<file path="src/rtl/gemips_pkg.sv">
// Shared pipeline constants: memory-op encoding and default datapath widths.
package gemips_pkg;

    localparam int MEM_OP_W = 8;
    localparam logic [MEM_OP_W-1:0] MEM_NOP = 8'h00;

    localparam int DEF_DATA_W  = 32;
    localparam int DEF_RADDR_W = 5;

endpackage

</file>
<file path="src/rtl/pipe_slot.sv">
// One pipeline storage slot: payload register plus valid bit, with load and
// clear enables (clear wins) and asynchronous active-low reset.
module pipe_slot #(
    parameter int W = 8
) (
    input  logic         clk,
    input  logic         rst,
    input  logic         load,
    input  logic         clear,
    input  logic [W-1:0] d,
    output logic [W-1:0] q,
    output logic         vld
);

    always_ff @(posedge clk or negedge rst) begin
        if (!rst) begin
            q   <= '0;
            vld <= 1'b0;
        end else if (clear) begin
            vld <= 1'b0;
        end else if (load) begin
            q   <= d;
            vld <= 1'b1;
        end
    end

endmodule

</file>
<file path="src/rtl/ex_mem_pipe.sv">
// EX->MEM pipeline register with valid/ready handshake, one-entry skid buffer
// and synchronous flush. ex_ready depends only on registered skid state.
module ex_mem_pipe
    import gemips_pkg::*;
#(
    parameter int DATA_W  = DEF_DATA_W,
    parameter int RADDR_W = DEF_RADDR_W,
    parameter int OP_W    = MEM_OP_W
) (
    input  logic               clk,
    input  logic               rst,
    input  logic               flush,
    input  logic               ex_valid,
    output logic               ex_ready,
    input  logic               ex_we,
    input  logic [RADDR_W-1:0] ex_waddr,
    input  logic [DATA_W-1:0]  ex_wdata,
    input  logic [OP_W-1:0]    ex_mem_op,
    input  logic [DATA_W-1:0]  ex_mem_addr,
    input  logic [DATA_W-1:0]  ex_mem_data,
    output logic               mem_valid,
    input  logic               mem_ready,
    output logic               mem_we,
    output logic [RADDR_W-1:0] mem_waddr,
    output logic [DATA_W-1:0]  mem_wdata,
    output logic [OP_W-1:0]    mem_mem_op,
    output logic [DATA_W-1:0]  mem_mem_addr,
    output logic [DATA_W-1:0]  mem_mem_data
);

    localparam int PL_W = 1 + RADDR_W + OP_W + 3 * DATA_W;

    logic [PL_W-1:0] ex_pl;
    logic [PL_W-1:0] main_d;
    logic [PL_W-1:0] main_q;
    logic [PL_W-1:0] skid_q;
    logic            main_vld;
    logic            skid_vld;
    logic            main_load;
    logic            main_clear;
    logic            skid_load;
    logic            skid_clear;
    logic            accept;
    logic            emit;
    logic            main_free;
    logic            main_we;
    logic [OP_W-1:0] main_op;

    assign ex_pl = {ex_we, ex_waddr, ex_wdata, ex_mem_op, ex_mem_addr, ex_mem_data};

    assign ex_ready  = !skid_vld;
    assign accept    = ex_valid && ex_ready && !flush;
    assign emit      = main_vld && mem_ready;
    assign main_free = !main_vld || emit;

    // Skid is always older than any new input, so it refills main first.
    assign main_d     = skid_vld ? skid_q : ex_pl;
    assign main_load  = !flush && main_free && (skid_vld || accept);
    assign main_clear = flush || (main_free && !skid_vld && !accept);
    assign skid_load  = !flush && accept && !main_free;
    assign skid_clear = flush || (main_free && skid_vld);

    pipe_slot #(.W(PL_W)) u_main (
        .clk   (clk),
        .rst   (rst),
        .load  (main_load),
        .clear (main_clear),
        .d     (main_d),
        .q     (main_q),
        .vld   (main_vld)
    );

    pipe_slot #(.W(PL_W)) u_skid (
        .clk   (clk),
        .rst   (rst),
        .load  (skid_load),
        .clear (skid_clear),
        .d     (ex_pl),
        .q     (skid_q),
        .vld   (skid_vld)
    );

    assign {main_we, mem_waddr, mem_wdata, main_op, mem_mem_addr, mem_mem_data} = main_q;

    // Bubbles carry no side effect even if MEM ignores mem_valid.
    assign mem_valid  = main_vld;
    assign mem_we     = main_vld && main_we;
    assign mem_mem_op = main_vld ? main_op : OP_W'(MEM_NOP);

endmodule

</file>
<file path="config.mk">
export PLATFORM = sky130hd
export DESIGN_NAME = ex_mem_pipe
export DESIGN_NICKNAME = d
export VERILOG_FILES = /design/src/rtl/gemips_pkg.sv /design/src/rtl/pipe_slot.sv /design/src/rtl/ex_mem_pipe.sv
export SDC_FILE = /design/constraint.sdc
export NUM_CORES = 1
export LEC_CHECK = 0
export CAP_MARGIN = 10
export CORE_MARGIN = 2
export CORE_UTILIZATION = 47
export CTS_BUF_LIST = sky130_fd_sc_hd__clkbuf_16
export DETAILED_ROUTE_END_ITERATION = 10
export GPL_TIMING_DRIVEN = 0
export HOLD_SLACK_MARGIN = 0.03
export PLACE_DENSITY = 0.76
export SYNTH_ARGS = -nofsm -noshare
export SYNTH_HDL_FRONTEND = slang
export SYNTH_SLANG_ARGS = --single-unit
</file>
<file path="constraint.sdc">
create_clock -name clk -period 1.4 [get_ports clk]
set_input_delay 0.21 -clock clk [delete_from_list [all_inputs] [get_ports clk]]
set_output_delay 0.21 -clock clk [all_outputs]
set_load 0.05 [all_outputs]
</file>
==> results.toml <==
[floorplanning]
fp-row-count = 56
die_area_um2 = 25300
ioPinCount = 227
die_h_um = 159
start_util_pct = 48.1
core-area_um2 = 23500
die_x_um = 159

[sta]
hold_viol_final = 107
finalMaxSlewViolations = 0
fmax_mhz = 585
final.setup.worst_slack_ns = -0.311
report.final.setup_viol = 231
fin_crit_sh_pct = 122
skew_ns = 0.00827
tightest_slew_ns = 0.847
grt_setup_unrepaired = "yes"
relSlewSlack_pct = 43.5
holdWs_ns = -0.259
period_needed_ns = 1.71

[final_layout]
area_growth_pct = 41.0
final_cell_mix = "dfrtp_1, mux2_4, mux2_2, clkdlybuf4s50_1, buf_8"
layout.nets = 1114
finish.utilization_pct = 67.8
nFillCells = 1660
drive_gt1_share_pct = 65.5
multi_input_area_um2 = 4590
regArea_um2 = 5560
layout_commonest_cell = "dfrtp_1"

[route]
first_pass_iters = 4
wire_per_inst_um = 18.6
drc = 0
totalWireLength_um = 24900
dr.first_iter.drc_count = 260
viasPerCell = 4.80
antenna_left = 0
vias = 6411

[status]
violations = "negative hold slack, negative setup slack"
status = "finished with violations"

[worst_setup_path]
crit_type = "reg -> reg"
end_kind = "flop"
cp_max_fo = 10
required_ns = 1.80
arrival_ns = 2.11
critPathLaunchType = "flop"

[pwr]
max-vdd-ir-drop_mv = 1.04
total_power_uw = 23300
powerDensity_nw_per_um2 = 1460
p_leak_uw = 0.00757

[yosys]
syn_nets = 823
netlist_area_um2 = 11300
synthCells = 708
yosys_warnings = 0
synth.distinct_cells = 21
ys_seq_area_share_pct = 49.1
syn_avg_cell_area_um2 = 16.0
synth_seq_cells = 222

[clock_network]
cts-buffers-inserted = 25
cts.sinks = 222
clk_latency_ns = 0.51
cts.htree.levels = 1
cts_root_buf = "clkbuf_16"
cts_max_path_buffers = 3
clk_pin_slew_worst_paths_ns = 0.06
cts_tree = "done"

[grt]
grt_max_degree = 116
use_met1_pct = 26.0
grt_pass1_vias = 7117
gr-total-overflow = 0
grt.met2_usage_pct = 30.2
top_usage_layer = "met2"
antenna_found_initial = 1
grt_usage_pct = 19.0
use_met3_pct = 5.47
grt_pass1_wl_um = 39200

[place]
port_buffers = 226
gp_congestion = 0.743
dp_hpwl_um = 15400

[hold_path]
hp-class = "in -> async"

[run]
maxCapViolCount = 0
## state kept, by name, summed over array words and instances (netlist names)
register,flops
u_main.q,110
u_skid.q,110
u_main.vld,1
u_skid.vld,1
## area by class of cell
class	instances	area share (%)
inverters	1	0.0549
repair buffers	316	22.5
plain buffers	86	6.69
flip-flops and latches	222	34.8
well taps	319	2.50
multi-input cells	347	28.8
clock inverters	20	0.745
clock buffers	25	3.92
diodes	1	0.0157
## metrics by stage
step | cells | area, um^2 | setup TNS [ns] | setup WS (ns)
4_1_cts | 1337 | 15700 | -58.66 | -0.292
3_5_place_dp | 1254 | 14100 | -131.81 | -0.704
6_report | 1337 | 16000 | -61.68 | -0.311
5_1_grt | 1336 | 16000 | -73.67 | -0.366
2_1_floorplan | 708 | 11400 | -52.82 | -0.290
3_3_place_gp | 1253 | 14100 | -2267.89 | -10.54
## worst max-delay path: stages, from the launching register on
cell     delay (ns)
dfrtp_2        0.40
buf_4          0.15
nor2_4         0.05
nor3_4         0.20
buf_4          0.15
buf_12         0.16
buf_12         0.16
mux2_4         0.30
## cells in the mapped netlist
cell type / number / share of area (%)
mux2_2: 130 / 13
buf_1: 1 / 0.033
buf_2: 2 / 0.088
dfrtp_1: 222 / 49
mux2_4: 189 / 25
inv_1: 1 / 0.033
nor2_1: 1 / 0.033
and2_1: 9 / 0.50
clkbuf_1: 2 / 0.066
and2b_4: 1 / 0.088
buf_6: 21 / 2.1
a21oi_1: 1 / 0.044
nand3_1: 1 / 0.044
nor3_1: 1 / 0.044
nor3_4: 1 / 0.14
nand2b_1: 1 / 0.055
nor2_2: 1 / 0.055
buf_12: 9 / 1.6
buf_8: 1 / 0.13
buf_4: 102 / 6.8
mux2_1: 11 / 1.1
## metal layers
metal | routed length, um | share of wire [%]
met1 | 11200 | 45
met2 | 11600 | 47
met3 | 1670 | 6.7
met4 | 456 | 1.8
met5 | 0 | 0
## final timing paths
path,cells after the start,start,end,slack [ns]
setup reg to reg,7,u_skid.vld,u_main.q[55],-0.31
setup / recovery,7,u_skid.vld,u_main.q[55],-0.31
hold / removal,1,rst,u_main.q[31],-0.26
hold reg to reg,1,u_skid.q[88],u_skid.q[88],0.50
min in group clk,2,ex_wdata[3],u_skid.q[75],0.33
max in group asynchronous,2,rst,u_skid.vld,0.53
## power by group
part	switching (uW)	total, uW	internal, uW
logic	3570	8420	4840
registers	935	8780	7850
clock network	2670	6100	3420
total	7180	23300	16100
## repair_timing
item / in CTS / in global routing
cloned: 2 / 4
endpoints found under the setup margin: 332 / 311
buffers inserted: 53 / 31
hold endpoints to repair: 107 / 107
pin swaps: 1 / 1
resized for setup: 891 / 70
## kinds of logic (layout without fill, tap and decap cells)
group | Yosys count | after routing | share of synthesized area [%]
buffers and inverters | 139 | 448 | 10.8
flip-flops | 222 | 222 | 49.1
other | 0 | 1 | 0
multiplexers | 330 | 330 | 39.1
AND/OR/NAND/NOR | 16 | 16 | 0.962
AO/OA/AOI/OAI | 1 | 1 | 0.0442
Power figures use the tool's default switching activity.
